===== config.mk =====
export PLATFORM = sky130hd
export DESIGN_NAME = bf16_dot_seq_flat
export DESIGN_NICKNAME = d
export VERILOG_FILES = /design/src/rtl/bf16_dot_seq_if.sv /design/src/rtl/bf16_dot_seq.sv /design/src/flat_wrapper.sv
export SDC_FILE = /design/constraint.sdc
export NUM_CORES = 1
export LEC_CHECK = 0
export CORE_ASPECT_RATIO = 0.9
export CORE_MARGIN = 1
export CORE_UTILIZATION = 40
export CTS_BUF_LIST = sky130_fd_sc_hd__clkbuf_8
export DETAILED_ROUTE_END_ITERATION = 16
export PLACE_DENSITY_LB_ADDON = 0.05
export RECOVER_POWER = 25
export SKIP_CTS_REPAIR_TIMING = 1
export SYNTH_ARGS = -nofsm -noshare
export SYNTH_HDL_FRONTEND = slang
export SYNTH_SLANG_ARGS = --single-unit

===== constraint.sdc =====
create_clock -name clk -period 4.9 [get_ports clk]
set_clock_uncertainty 0.15 [all_clocks]
set_input_delay 0.49 -clock clk [delete_from_list [all_inputs] [get_ports clk]]
set_output_delay 0.49 -clock clk [all_outputs]
set_load 0.02 [all_outputs]

===== src/rtl/bf16_dot_seq_if.sv =====
// Operand stream, MAC datapath link and result stream of the bf16 dot-product sequencer.
// slave = the sequencer itself, master = its surroundings (fetch, MAC, writeback).
interface bf16_dot_seq_if;
    logic        op_valid;
    logic        op_ready;
    logic [15:0] op_a;
    logic [15:0] op_b;
    logic [15:0] mac_a;
    logic [15:0] mac_b;
    logic [31:0] mac_c;
    logic [31:0] mac_out;
    logic        res_valid;
    logic        res_ready;
    logic [31:0] res_data;

    modport slave (
        input  op_valid, op_a, op_b, mac_out, res_ready,
        output op_ready, mac_a, mac_b, mac_c, res_valid, res_data
    );

    modport master (
        output op_valid, op_a, op_b, mac_out, res_ready,
        input  op_ready, mac_a, mac_b, mac_c, res_valid, res_data
    );
endinterface


===== src/rtl/bf16_dot_seq.sv =====
// Sequencer for one bf16 dot product plus fp32 bias on an external combinational MAC.
// Optional DOT_ZERO_SKIP_EN: pairs with a +/-0 operand leave acc untouched and are counted in o_skip_cnt.
module bf16_dot_seq #(
    parameter int LEN_W = 16
) (
    input  logic             clk,
    input  logic             rst,
    input  logic             i_start,
    input  logic [LEN_W-1:0] i_len,
    input  logic [31:0]      i_bias,
    output logic             o_busy,
`ifdef DOT_ZERO_SKIP_EN
    output logic [LEN_W-1:0] o_skip_cnt,
`endif
    bf16_dot_seq_if.slave    io_bus
);

    typedef enum logic [1:0] {
        S_IDLE,
        S_RUN,
        S_DONE
    } state_t;

    state_t           r_state;
    logic [31:0]      r_acc;
    logic [LEN_W-1:0] r_cnt;
    logic             r_op_ready;
    logic             r_res_valid;
    logic             r_busy;
    logic             w_xfer;
    logic [31:0]      w_acc_next;

    assign io_bus.mac_a    = io_bus.op_a;
    assign io_bus.mac_b    = io_bus.op_b;
    assign io_bus.mac_c    = r_acc;
    assign io_bus.res_data = r_acc;
    assign io_bus.op_ready = r_op_ready;
    assign io_bus.res_valid = r_res_valid;
    assign o_busy          = r_busy;

    assign w_xfer = r_op_ready && io_bus.op_valid;

`ifdef DOT_ZERO_SKIP_EN
    logic             w_skip;
    logic [LEN_W-1:0] r_skip_cnt;

    assign w_skip     = (io_bus.op_a[14:0] == 15'd0) || (io_bus.op_b[14:0] == 15'd0);
    assign w_acc_next = w_skip ? r_acc : io_bus.mac_out;
    assign o_skip_cnt = r_skip_cnt;

    always_ff @(posedge clk) begin
        if (rst) begin
            r_skip_cnt <= '0;
        end else if (r_state == S_IDLE && i_start) begin
            r_skip_cnt <= '0;
        end else if (r_state == S_RUN && w_xfer && w_skip) begin
            r_skip_cnt <= r_skip_cnt + LEN_W'(1);
        end
    end
`else
    assign w_acc_next = io_bus.mac_out;
`endif

    // NOTE: all state, including the handshake outputs, updates with <= so every
    // read in this block sees the pre-edge value regardless of statement order.
    always_ff @(posedge clk) begin
        if (rst) begin
            r_state     <= S_IDLE;
            r_acc       <= '0;
            r_cnt       <= '0;
            r_op_ready  <= 1'b0;
            r_res_valid <= 1'b0;
            r_busy      <= 1'b0;
        end else begin
            case (r_state)
                S_IDLE: begin
                    if (i_start) begin
                        r_acc  <= i_bias;
                        r_cnt  <= i_len;
                        r_busy <= 1'b1;
                        if (i_len != '0) begin
                            r_state    <= S_RUN;
                            r_op_ready <= 1'b1;
                        end else begin
                            r_state     <= S_DONE;
                            r_res_valid <= 1'b1;
                        end
                    end
                end
                S_RUN: begin
                    if (w_xfer) begin
                        r_acc <= w_acc_next;
                        r_cnt <= r_cnt - LEN_W'(1);
                        if (r_cnt == LEN_W'(1)) begin
                            r_state     <= S_DONE;
                            r_op_ready  <= 1'b0;
                            r_res_valid <= 1'b1;
                        end
                    end
                end
                S_DONE: begin
                    if (io_bus.res_ready) begin
                        r_state     <= S_IDLE;
                        r_res_valid <= 1'b0;
                        r_busy      <= 1'b0;
                    end
                end
                default: begin
                    r_state     <= S_IDLE;
                    r_op_ready  <= 1'b0;
                    r_res_valid <= 1'b0;
                    r_busy      <= 1'b0;
                end
            endcase
        end
    end

endmodule


===== src/flat_wrapper.sv =====
// flat-port wrapper written by rule: the top's interface ports become plain ports
module bf16_dot_seq_flat 
#(
    parameter int LEN_W = 16
)
  (clk, rst, i_start, i_len, i_bias, o_busy, io_bus_op_valid, io_bus_op_a, io_bus_op_b, io_bus_mac_out, io_bus_res_ready, io_bus_op_ready, io_bus_mac_a, io_bus_mac_b, io_bus_mac_c, io_bus_res_valid, io_bus_res_data);
  bf16_dot_seq_if io_bus_i ();
  input  logic clk;
  input  logic rst;
  input  logic i_start;
  input  logic [LEN_W-1:0] i_len;
  input  logic [31:0] i_bias;
  output logic o_busy;
  input wire logic [$bits(io_bus_i.op_valid)-1:0] io_bus_op_valid;
  input wire logic [$bits(io_bus_i.op_a)-1:0] io_bus_op_a;
  input wire logic [$bits(io_bus_i.op_b)-1:0] io_bus_op_b;
  input wire logic [$bits(io_bus_i.mac_out)-1:0] io_bus_mac_out;
  input wire logic [$bits(io_bus_i.res_ready)-1:0] io_bus_res_ready;
  output wire logic [$bits(io_bus_i.op_ready)-1:0] io_bus_op_ready;
  output wire logic [$bits(io_bus_i.mac_a)-1:0] io_bus_mac_a;
  output wire logic [$bits(io_bus_i.mac_b)-1:0] io_bus_mac_b;
  output wire logic [$bits(io_bus_i.mac_c)-1:0] io_bus_mac_c;
  output wire logic [$bits(io_bus_i.res_valid)-1:0] io_bus_res_valid;
  output wire logic [$bits(io_bus_i.res_data)-1:0] io_bus_res_data;
  assign io_bus_i.op_valid = io_bus_op_valid;
  assign io_bus_i.op_a = io_bus_op_a;
  assign io_bus_i.op_b = io_bus_op_b;
  assign io_bus_i.mac_out = io_bus_mac_out;
  assign io_bus_i.res_ready = io_bus_res_ready;
  assign io_bus_op_ready = io_bus_i.op_ready;
  assign io_bus_mac_a = io_bus_i.mac_a;
  assign io_bus_mac_b = io_bus_i.mac_b;
  assign io_bus_mac_c = io_bus_i.mac_c;
  assign io_bus_res_valid = io_bus_i.res_valid;
  assign io_bus_res_data = io_bus_i.res_data;
  bf16_dot_seq #(.LEN_W(LEN_W)) u_core (.clk(clk), .rst(rst), .i_start(i_start), .i_len(i_len), .i_bias(i_bias), .o_busy(o_busy), .io_bus(io_bus_i));
endmodule

# ---- Word level (Yosys, flattened, before mapping)
# Cells that the tools add are included.
dict set report totals {
  ff_bits 53
  in_bits 117
  wordCells 52
  output_inout_bits 99
}
dict set report op_classes {
  n_eq_ne 9
  addsub 1
  bitwise_logic 2
  n_reduce_logical 9
  n_mux 25
}
# cell count
set ops {}
lappend ops {{2-to-1 mux 32 bit} 2}
lappend ops {{one-hot mux 32 bit (2 select lines)} 1}
lappend ops {{2-to-1 mux 16 bit} 2}
lappend ops {{one-hot mux 16 bit (2 select lines)} 1}
lappend ops {{equality test 16 x 1 -> 1 bit, second input constant} 1}
lappend ops {{nonzero test 16 bit} 1}
lappend ops {{subtractor 16 x 1 -> 16 bit, second input constant} 1}
lappend ops {{2-to-1 mux 1 bit} 10}
lappend ops {{2-to-1 mux 2 bit} 5}
lappend ops {{AND reduction 5 bit} 2}
lappend ops {{one-hot mux 1 bit (3 select lines)} 3}
lappend ops {{!= test 2 x 1 -> 1 bit, second input constant} 3}
lappend ops {{!= test 2 bit, second input constant} 3}
lappend ops {{one-hot mux 2 bit (3 select lines)} 1}
lappend ops {{AND reduction 3 bit} 2}
lappend ops {{AND reduction 4 bit} 1}
lappend ops {{equality test 2 x 1 -> 1 bit, second input constant} 1}
lappend ops {{equality test 2 bit, second input constant} 1}
lappend ops {{logical NOT 2 bit} 1}
lappend ops {{inverter 1 bit} 2}
lappend ops {{nonzero test 2 bit} 1}
lappend ops {{logical AND 1 bit} 1}

# ---- Logic depth before layout (Yosys ltp)
dict set report logic_depth {
  depth_word 4
  depth_mapped 8
  ltp_nobuf 6
}

# ---- Worst setup path after synthesis
# No wires, ideal clock.
dict set report synth_path {
  kind {register to register}
  start {register u_core.r_cnt[0]}
  end {register u_core.r_cnt[13]}
  required_time_ps 4671
  path_stages_with_launch 6
  path_buffers 1
  arrival_ps 1764
  slack_ps 2907
  cell_sequence {dfxtp_1 > or4_1 > buf_2 > or4_4 > a21o_1 > a211oi_2}
}
dict set report synth_via {
  elab_chain_cells 3
}
# element line_no
set synth_lines {}
lappend synth_lines {{start: declaration} bf16_dot_seq.sv:26} ;# logic [LEN_W-1:0] r_cnt;
lappend synth_lines {{start signal: assignment} bf16_dot_seq.sv:79} ;# r_cnt <= i_len;
lappend synth_lines {{start signal: assignment} bf16_dot_seq.sv:93} ;# r_cnt <= r_cnt - LEN_W'(1);
lappend synth_lines {{subtractor 16 x 1 -> 16 bit} bf16_dot_seq.sv:93}
lappend synth_lines {{2-to-1 mux 16 bit} bf16_dot_seq.sv:91} ;# if (w_xfer) begin
lappend synth_lines {{one-hot mux 16 bit (2 select lines)} bf16_dot_seq.sv:75} ;# case (r_state)
# Every way passes these cells. The select of a mux whose other input is x is not followed.
# A chain may end at the register's enable or synchronous reset.

# ---- Final worst setup path
dict set report layout_path {
  start {input i_start}
  end {register u_core.r_cnt[12]}
}
dict set report layout_via {
  elab_chain_cells 2
}
# element line_no
set layout_lines {}
lappend layout_lines {{start: declaration} flat_wrapper.sv:10} ;# input logic i_start;
lappend layout_lines {{!= test 2 bit (no line)} n/a}
lappend layout_lines {{AND reduction 3 bit (no line)} n/a}
# Every way passes these cells.

==> flow_summary.json <==
{
  "p_per_area_nw_per_um2": 359,
  "syn_avg_cell_area_um2": 7.64,
  "critical_path.startpoint": "i_start",
  "synth_nets": 533,
  "relSlewSlack_pct": 29.4,
  "fin_nets": 600,
  "period_needed_ns": 2.90,
  "multi_input_area_um2": 1480,
  "grt_pass1_vias": 2947,
  "area.growth.synth_to_final_pct": 36.1,
  "cts_root_buf": "clkbuf_8",
  "drv_cap": 0,
  "synth_cell_types": 44,
  "r2r-start": "u_core.r_state[0]",
  "first_pass_iters": 4,
  "p_int_uw": 929,
  "fp.dieH_um": 86.4,
  "whs_ns": 0.327,
  "io_pins": 216,
  "stdcell_count": 578,
  "fillCellCount": 723,
  "p_leak_uw": 0.00156,
  "ir_drop_mv": 0.165,
  "portBuffers": 151,
  "drive_gt1_share_pct": 3.73,
  "dp_hpwl_um": 7020,
  "worst_pin_slew_ns": 1.06,
  "fin_ws_ns": 2.00,
  "setup_viol": 0,
  "vias": 3165,
  "dpl_worst_slack_ns": 1.75,
  "clockBufferDepth": 2,
  "synth_seq_area_share_pct": 33.5,
  "grt_max_degree": 53,
  "seq_area_um2": 1060,
  "die_area_um2": 8270,
  "cts_max_level": 2,
  "pwr-share-comb_pct": 46.8,
  "synthCells": 414,
  "outcome": "complete, no violations",
  "finalCritPeriodShare_pct": 59.3,
  "finalMaxSlewViolations": 0,
  "worstSkewPairLatency_ns": 0.31,
  "cp_max_fo": 52,
  "place_inst": 570,
  "ff2ff_path_depth": 6,
  "synth-seq-cells": 53,
  "yosysWarnings": 0,
  "final_antenna_net_count": 0,
  "worstPathArrival_ns": 2.97,
  "row_count": 30,
  "cts_buffers": 5,
  "criticalPathCategory": "input pin to register",
  "remaining_drc_errors": 0,
  "tns_ns": 0,
  "die_w_um": 95.8,
  "diodes": 0,
  "cts_tree": "done",
  "clkTransAtPathRegs_ns": 0.09,
  "sw_frac_of_total_pct": 39.9,
  "hp-class": "register to register",
  "gp_congestion": 0.887,
  "grt_antenna_before_repair": 0,
  "drt_iter0_drc": 165,
  "end_kind": "register",
  "pwr-share-seq_pct": 36.9,
  "crit_required_ns": 4.97,
  "grt_remaining_overflow": 0,
  "routed_wl_um": 9850,
  "pwr-share-clk_pct": 16.2,
  "netlist_area_um2": 3160,
  "min_from": "u_core.o_busy",
  "grtUsageTotal_pct": 23.2,
  "net-switching-power_uw": 616,
  "hold_viol_final": 0,
  "clock-sinks": 53,
  "max_freq_mhz": 344,
  "wl_per_cell_um": 17.0,
  "start_util_pct": 41.7,
  "regToRegSetupSlack_ns": 2.19,
  "critPathLaunchType": "input pin",
  "grt_pass1_wl_um": 14800,
  "hold_depth": 2,
  "rsz0062_at_grt": "no",
  "core_um2": 7580,
  "viasPerCell": 5.48
}
## critical path, stage by stage
cell and delay [ns]:
dlygate4sd3_1 0.54, or3b_1 0.47, nand2_2 0.50, buf_4 0.55, a311oi_1 0.17, a311oi_1 0.22
## routing by layer
metal,track usage (%),vias to the layer above,wire length (um)
li1,-,1543,-
met1,29.1,1473,4210
met2,38.6,131,4730
met3,5.70,18,703
met4,7.87,0,213
met5,0,-,0
## registers in the layout, indices dropped and copies added (netlist names)
signal / cells
u_core.r_state: 2
u_core.io_bus.res_valid: 1
u_core.r_cnt: 16
u_core.o_busy: 1
u_core.io_bus.mac_c: 32
u_core.io_bus.op_ready: 1
## power by group through the flow
| stage | clock (uW) | combinational (uW) | sequential, uW |
|---|---|---|---|
| global placement | 0 | 715 | 579 |
| finish | 251 | 724 | 571 |
| CTS | 256 | 726 | 571 |
| floorplan | 0 | 457 | 621 |
| detailed placement | 0 | 724 | 581 |
| global route | 273 | 785 | 583 |
## synth_stat cells
master    instances  area, um^2
dfxtp_1          53        1060
or4_4             1        11.3
o31ai_1           1        7.51
o41ai_1           3        26.3
o211ai_1          2        15.0
nor4_1            9        56.3
and2_1            2        12.5
buf_2             8        40.0
nand4_1           3        18.8
a21o_1            1        7.51
a22oi_1           1        7.51
nor2b_1           4        25.0
a221oi_1          1        8.76
nand2_1          74         278
nand2b_1          4        25.0
a31o_2            2        17.5
inv_1             8        30.0
mux2_2            1        11.3
nor4b_1           1        8.76
a41oi_1           2        17.5
buf_4            64         480
ha_1              2        25.0
clkbuf_1         22        82.6
a311oi_1         36         315
a211o_1           1        8.76
or3_1             3        18.8
and3_1            1        6.26
and4_1            1        8.76
o32ai_1           2        17.5
nor3_1            6        30.0
nand4b_1          1        8.76
or4_1             1        7.51
a31oi_1           2        12.5
a211oi_2          1        12.5
o22ai_1           1        6.26
a21oi_1          13        65.1
o21ai_0          13        65.1
a211oi_1          9        67.6
a41o_1            1        10.0
nor2_1           44         165
o21ai_1           4        20.0
or3b_1            3        26.3
nor3b_1           1        7.51
o221a_1           1        11.3
## metrics by stage
stage	power [uW]	area [um^2]	util (%)
after floorplan	1080	3160	-
after global placement	1290	4220	55.7
after detailed placement	1300	4220	55.7
after CTS	1550	4310	56.8
after global routing	1640	4310	56.8
final	1550	4310	56.8
## layout by cell type (no fill, tap or decap), types with 2 or more instances in the layout
cell type / count
dfxtp_1: 53
o21ai_1: 4
o32ai_1: 2
o21ai_0: 13
ha_1: 2
a31o_2: 2
or3b_1: 3
a41oi_1: 2
a31oi_1: 2
dlygate4sd3_1: 6
nor4_1: 9
clkinvlp_4: 2
a211oi_1: 9
a311oi_1: 36
o41ai_1: 3
nand2_1: 73
nand2b_1: 4
inv_1: 9
nor2_1: 44
nand4_1: 3
nor3_1: 6
or3_1: 3
buf_4: 3
o211ai_1: 2
and2_1: 2
a21oi_1: 13
clkdlybuf4s50_1: 144
clkbuf_8: 5
nor2b_1: 3
## final cells by class
type / count / share of cell area (%)
tap: 96 / 2.79
clock buffer: 5 / 1.60
multi-input combinational: 259 / 34.4
sequential: 53 / 24.6
inverter: 8 / 0.697
clock inverter: 3 / 0.436
timing repair buffer: 154 / 35.5
## logic make-up (layout without fill, tap and decap cells)
family | count (synthesis) | after routing | share of synthesized area (%)
fa+ha+maj | 2 | 2 | 0.791
simple gates | 159 | 159 | 22.6
buf+inv | 102 | 170 | 20.0
flops | 53 | 53 | 33.5
mux | 1 | 1 | 0.356
compound gates | 97 | 97 | 22.7
## worst paths after layout
check,endpoint
worst min-delay path,u_core.o_busy
worst max-delay path,u_core.r_cnt[12]
worst max register to register,u_core.r_cnt[12]
worst min register to register,u_core.o_busy
Note: power is estimated with default switching activity, not from simulation.
